$ cat src/rtl/weight_pkg.sv
// Constants and FSM encoding shared by the weight loader and the weight feature module.
package weight_pkg;

    localparam int W_WIDTH = 16;
    localparam int DEPTH   = 16;
    localparam int ADDR_W  = $clog2(DEPTH);

    typedef enum logic [1:0] {
        IDLE = 2'd0,
        LOAD = 2'd1,
        DONE = 2'd2
    } state_e;

endpackage

$ cat src/rtl/weight_beat_unpacker.sv
// One-beat holding buffer that hands out its W_WIDTH-bit words LSB first and
// decides when the next stream beat may be accepted.
module weight_beat_unpacker
    import weight_pkg::*;
#(
    parameter int IN_WIDTH = 32
) (
    input  logic                clk,
    input  logic                rst,
    input  logic                load_i,
    input  logic                abort_i,
    input  logic                last_i,
    input  logic                s_valid_i,
    input  logic [IN_WIDTH-1:0] s_data_i,
    output logic                s_ready_o,
    output logic                write_o,
    output logic [W_WIDTH-1:0]  word_o
);

    localparam int RATIO = IN_WIDTH / W_WIDTH;
    localparam int SUB_W = (RATIO > 1) ? $clog2(RATIO) : 1;
    localparam logic [SUB_W-1:0] SUB_LAST = SUB_W'(RATIO - 1);

    logic [IN_WIDTH-1:0] buf_q, buf_d;
    logic [SUB_W-1:0]    sub_q, sub_d;
    logic                valid_q, valid_d;
    logic                accept;

    // A new beat may land in the same cycle the final word of the old one is
    // written, but never once the load's last word is in the buffer.
    assign s_ready_o = load_i && !abort_i && (!valid_q || (sub_q == SUB_LAST && !last_i));
    assign accept    = s_valid_i && s_ready_o;
    assign write_o   = load_i && !abort_i && valid_q;

    always_comb begin
        word_o = buf_q[W_WIDTH-1:0];
        for (int i = 0; i < RATIO; i++) begin
            if (sub_q == SUB_W'(i)) word_o = buf_q[i*W_WIDTH +: W_WIDTH];
        end
    end

    always_comb begin
        buf_d   = buf_q;
        sub_d   = sub_q;
        valid_d = valid_q;
        if (!load_i || abort_i) begin
            valid_d = 1'b0;
            sub_d   = '0;
        end else begin
            if (write_o) begin
                if (last_i || sub_q == SUB_LAST) begin
                    valid_d = 1'b0;
                    sub_d   = '0;
                end else begin
                    sub_d = sub_q + SUB_W'(1);
                end
            end
            if (accept) begin
                buf_d   = s_data_i;
                valid_d = 1'b1;
                sub_d   = '0;
            end
        end
    end

    always_ff @(posedge clk or posedge rst) begin
        if (rst) begin
            buf_q   <= '0;
            sub_q   <= '0;
            valid_q <= 1'b0;
        end else begin
            buf_q   <= buf_d;
            sub_q   <= sub_d;
            valid_q <= valid_d;
        end
    end

endmodule

$ cat src/rtl/weight_load_ctrl.sv
// Fills one of two weight SRAM banks from a valid/ready stream and tracks
// per-bank "loaded" flags so the consumer can ping-pong between banks.
module weight_load_ctrl
    import weight_pkg::*;
#(
    parameter int IN_WIDTH = 32
) (
    input  logic                clk,
    input  logic                rst,
    input  logic                start,
    input  logic                bank_sel,
    input  logic [ADDR_W:0]     num_words,
    input  logic                abort,
    input  logic                s_valid,
    input  logic [IN_WIDTH-1:0] s_data,
    output logic                s_ready,
    output logic [1:0]          bank_we,
    output logic [ADDR_W-1:0]   bank_addr,
    output logic [W_WIDTH-1:0]  bank_din,
    output logic [1:0]          bank_full,
    input  logic [1:0]          bank_release,
    output logic                done,
    output logic                err
);

    localparam logic [ADDR_W:0] NW_DEPTH = (ADDR_W + 1)'(DEPTH);
    localparam logic [ADDR_W:0] NW_ONE   = (ADDR_W + 1)'(1);

    state_e              state_q, state_d;
    logic                bank_q, bank_d;
    logic [ADDR_W:0]     nwords_q, nwords_d;
    logic [ADDR_W-1:0]   wcnt_q, wcnt_d;
    logic [1:0]          we_q, we_d;
    logic [ADDR_W-1:0]   addr_q, addr_d;
    logic [W_WIDTH-1:0]  din_q, din_d;
    logic [1:0]          full_q, full_d;
    logic                done_q, done_d;
    logic                err_q, err_d;

    logic                write;
    logic                last;
    logic                start_ok;
    logic [W_WIDTH-1:0]  word;

    assign last     = ({1'b0, wcnt_q} == (nwords_q - NW_ONE));
    assign start_ok = (num_words != '0) && (num_words <= NW_DEPTH) && !full_q[bank_sel];

    weight_beat_unpacker #(
        .IN_WIDTH (IN_WIDTH)
    ) u_unpacker (
        .clk       (clk),
        .rst       (rst),
        .load_i    (state_q == LOAD),
        .abort_i   (abort),
        .last_i    (last),
        .s_valid_i (s_valid),
        .s_data_i  (s_data),
        .s_ready_o (s_ready),
        .write_o   (write),
        .word_o    (word)
    );

    // The full flag is raised on the same edge the last word is written, so a
    // release of the other bank in that cycle is applied independently.
    always_comb begin
        state_d  = state_q;
        bank_d   = bank_q;
        nwords_d = nwords_q;
        wcnt_d   = wcnt_q;
        we_d     = 2'b00;
        addr_d   = addr_q;
        din_d    = din_q;
        full_d   = full_q & ~bank_release;
        done_d   = (state_q == DONE);
        err_d    = 1'b0;
        unique case (state_q)
            IDLE: begin
                if (start) begin
                    if (start_ok) begin
                        state_d  = LOAD;
                        bank_d   = bank_sel;
                        nwords_d = num_words;
                        wcnt_d   = '0;
                    end else begin
                        err_d = 1'b1;
                    end
                end
            end
            LOAD: begin
                if (abort) begin
                    state_d = IDLE;
                    wcnt_d  = '0;
                end else if (write) begin
                    we_d   = bank_q ? 2'b10 : 2'b01;
                    addr_d = wcnt_q;
                    din_d  = word;
                    if (last) begin
                        state_d        = DONE;
                        full_d[bank_q] = 1'b1;
                    end else begin
                        wcnt_d = wcnt_q + ADDR_W'(1);
                    end
                end
            end
            DONE:    state_d = IDLE;
            default: state_d = IDLE;
        endcase
    end

    always_ff @(posedge clk or posedge rst) begin
        if (rst) begin
            state_q  <= IDLE;
            bank_q   <= 1'b0;
            nwords_q <= '0;
            wcnt_q   <= '0;
            we_q     <= '0;
            addr_q   <= '0;
            din_q    <= '0;
            full_q   <= '0;
            done_q   <= 1'b0;
            err_q    <= 1'b0;
        end else begin
            state_q  <= state_d;
            bank_q   <= bank_d;
            nwords_q <= nwords_d;
            wcnt_q   <= wcnt_d;
            we_q     <= we_d;
            addr_q   <= addr_d;
            din_q    <= din_d;
            full_q   <= full_d;
            done_q   <= done_d;
            err_q    <= err_d;
        end
    end

    assign bank_we   = we_q;
    assign bank_addr = addr_q;
    assign bank_din  = din_q;
    assign bank_full = full_q;
    assign done      = done_q;
    assign err       = err_q;

endmodule

$ cat config.mk
export PLATFORM = sky130hd
export DESIGN_NAME = weight_load_ctrl
export DESIGN_NICKNAME = d
export VERILOG_FILES = /design/src/rtl/weight_pkg.sv /design/src/rtl/weight_beat_unpacker.sv /design/src/rtl/weight_load_ctrl.sv
export SDC_FILE = /design/constraint.sdc
export NUM_CORES = 1
export LEC_CHECK = 0
export BUFFER_PORTS_ARGS = -buffer_cell sky130_fd_sc_hd__buf_2
export CAP_MARGIN = 20
export CORE_MARGIN = 4
export CORE_UTILIZATION = 35
export DETAILED_ROUTE_END_ITERATION = 6
export PLACE_DENSITY = 0.53
export SYNTH_ARGS = -nofsm -noshare
export SYNTH_HDL_FRONTEND = slang
export SYNTH_SLANG_ARGS = --single-unit
export TNS_END_PERCENT = 100
$ cat constraint.sdc
create_clock -name clk -period 2.7 [get_ports clk]
set_input_delay 0.81 -clock clk [delete_from_list [all_inputs] [get_ports clk]]
set_output_delay 0.81 -clock clk [all_outputs]
set_load 0.01 [all_outputs]
==> key figures <==
Synth
  – Post-synthesis sequential area ratio: 0.515
  – Area contributors post-synth: dfrtp_1 (51%), o22ai_2 (10%), nand2_1 (6.6%), nand3_1 (5.0%), mux2i_1 (4.9%)
  – Synth Cell Area: 3500 um^2
  – Post-synth top area cell: dfrtp_1
  – Cell count after synthesis: ~340
  – Syn avg cell area: 10.4 um^2
  – Synth async-reset ratio: 1.00
  – Main flop type after synthesis: dfrtp_1
  – Distinct cells, synth: 39
  – Number of synthesized flops with an enable pin: 0
  – Yosys warning total: 0
  – Synth top area share: 0.515
  – #FFs+latches synth: 72
  – Syn_nets: roughly 380

Pwr
  – Pwr Density: 737 nW/um^2
  – Worst vdd ir: 0.292 mV
  – Static Leakage: 1.97 nW

Setup path
  – CP max FO: 4
  – R2R depth: 7
  – WP data required: 1.89 ns
  – Critical Path End Type: primary output
  – Critical Path Source Type: flop
  – Crit path kind: flop to primary output
  – Critical Path Max Stage Delay: 0.40 ns
  – Crit path cell chain: inv_2 > ha_4 > xor2_1 > nor3_1 > o311a_1 > o21a_4 > nor2_4 > buf_6
  – WP data arrival: 1.95 ns
  – Slowest CP cell: dfrtp_1

STA
  – Setup ws final: -0.0569 ns
  – Final hold vios: 0
  – RSZ-0062 raised after global routing: yes
  – Final period util: 1.02
  – Fmax: 0.363 GHz
  – Slew HR: 0.644
  – Fin. max-slew vios: 0
  – Worst Max-Slew Pin Slew: between 0.5 and 0.6 ns
  – Skew final: 0.00943 ns
  – Setup violators final: 1
  – Final min period: 2.76 ns

Placed design
  – Placed instance area: ~4000 um^2
  – Pre-CTS setup slack: 0.151 ns
  – Placer Congestion: 0.786
  – Dpl hpwl: 5720 um
  – Port buffer count: between 70 and 80

Clock network
  – H-tree levels: 3
  – Clock latency on the worst-skew pair: ~0.35 ns
  – CTS Buffer Depth: 2
  – CTS tree: built
  – Clock slew at reported path FFs: roughly 0.080 ns
  – Cts hold-fix bufs: 0
  – # clock sinks: 72
  – Clk root buf: clkbuf_8
  – Total CTS buffers: 9

GRT
  – Largest net degree at the start of global routing: 73
  – First-pass GRT wire length: 14200 um
  – Initial antenna violation count: 0
  – Vias in the first global route: 2867
  – Global-route usage over all layers: 0.156
  – Total grt overflow: 0

Floorplan
  – Die ar.: 11700 um^2
  – Die H: 108 um
  – Initial Util: 0.358
  – Core area: between 9000 and 10000 um^2
  – Cell Rows: 36
  – Die Wd: 108 um
  – I/O Pins: 72

Final layout
  – Filler cell count: 987
  – Area grow syn2layout: 21.3%
  – Layout Utilization: 0.434
  – Antenna Cells: 0
  – Fraction of layout cells with a size suffix above 1: 0.349
  – Most frequent cells in the layout: dfrtp_1 (72), buf_2 (70), nand2_1 (62)
  – Finished Cell Area: 4240 um^2
  – Commonest non-fill, non-tap cell in the layout: dfrtp_1
  – Final nets: 456

Drt
  – Drt pass-1 iters: 4
  – Initial DRC count: ~150
  – # DRC: 0
  – Vias per cell: approximately 5.0
  – Routed len/inst: around 16 um
  – Detail Route Antenna Nets: 0
  – Post-Route WL: 8650 um
  – Vias: between 2000 and 3000

Run
  – Max cap viols: 0

Status
  – Status: complete, but fails checks
  – Failing checks: negative setup slack

Min path
  – Hold depth: 2
  – Worst min-delay path class: flop to flop
==> timing repair <==
item / in CTS / in global routing
gates resized for setup: 7 / 0
pin swaps: 2 / 0
setup buffers: 2 / 0
setup endpoints to repair: 1 / 1
==> worst max-delay path, delay by kind of cell (launching register included) <==
family,cells,cell delay [ns]
AO/OA/AOI/OAI,2,0.56
XOR/XNOR,1,0.15
adder cells (fa/ha/maj),1,0.15
buffers and inverters,2,0.19
flip-flops,1,0.40
AND/OR/NAND/NOR,2,0.15
==> state kept, by name, indices dropped and copies added (netlist names), 2 cells and up <==
register          cells
nwords_q              5
state_q               2
bank_full             2
u_unpacker.buf_q     32
bank_din             16
wcnt_q                4
bank_we               2
bank_addr             4
==> routing by layer <==
metal | wire length (um) | vias up | track usage
met5 | 0 | - | 0
met4 | 92 | 0 | 0.0433
met3 | 431 | 10 | 0.0442
met2 | 4150 | 58 | 0.246
met1 | 3980 | 1356 | 0.210
li1 | - | 1316 | -
==> layout make-up <==
type,instances,area (um^2),area share
timing repair buffer,87,494,0.116
tap,133,166,0.0392
clock buffer,11,131,0.0310
inverter,12,45.0,0.0106
multi-input combinational,227,1540,0.362
clock inverter,4,70.1,0.0165
sequential,72,1800,0.425
==> cell families after synthesis <==
| logic type | count (synthesis) | synth area share |
|---|---|---|
| fa+ha+maj | 2 | 0.00715 |
| buf+inv | 38 | 0.0529 |
| simple gates | 126 | 0.164 |
| flops | 72 | 0.515 |
| mux | 23 | 0.0679 |
| compound gates | 70 | 0.178 |
| xor+xnor | 6 | 0.0150 |
==> final timing paths <==
path / startpoint / end / slack, ns
worst max-delay path: nwords_q[1] / s_ready / -0.06
worst min-delay path: bank_din[5] / bank_din[5] / 0.47
worst max register to register: nwords_q[0] / u_unpacker.buf_q[4] / 0.60
worst min register to register: bank_din[5] / bank_din[5] / 0.47
max in group asynchronous: rst / bank_din[6] / 1.86
min in group asynchronous: rst / bank_din[0] / 0.53
==> through the flow <==
stage	setup TNS (ns)	power [mW]	std cells	hold WS, ns
floorplan	0	1.98	337	0.458
global placement	0	2.19	529	0.461
detailed placement	0	2.21	529	0.466
CTS	-0.0668	3.17	546	0.484
global route	-0.138	3.33	546	0.501
finish	-0.0569	3.13	546	0.473
==> power breakdown <==
part           switching, mW  total, mW  internal, mW
registers              0.149       1.48          1.33
logic                  0.375      0.743         0.368
clock network          0.398      0.911         0.513
total                  0.922       3.13          2.21
==> synthesized netlist by cell type, drive strengths merged, types with 3 or more instances <==
master / instances
a211oi: 3
mux2: 6
nand2: 62
dfrtp: 72
xor2: 3
nor2: 10
a2bb2oi: 3
nand2b: 3
clkbuf: 17
o22ai: 34
inv: 12
mux2i: 17
nor3: 6
a21oi: 3
xnor2: 3
buf: 9
o21ai: 20
nand3: 35
No activity file was read; power rests on OpenSTA's default activity.
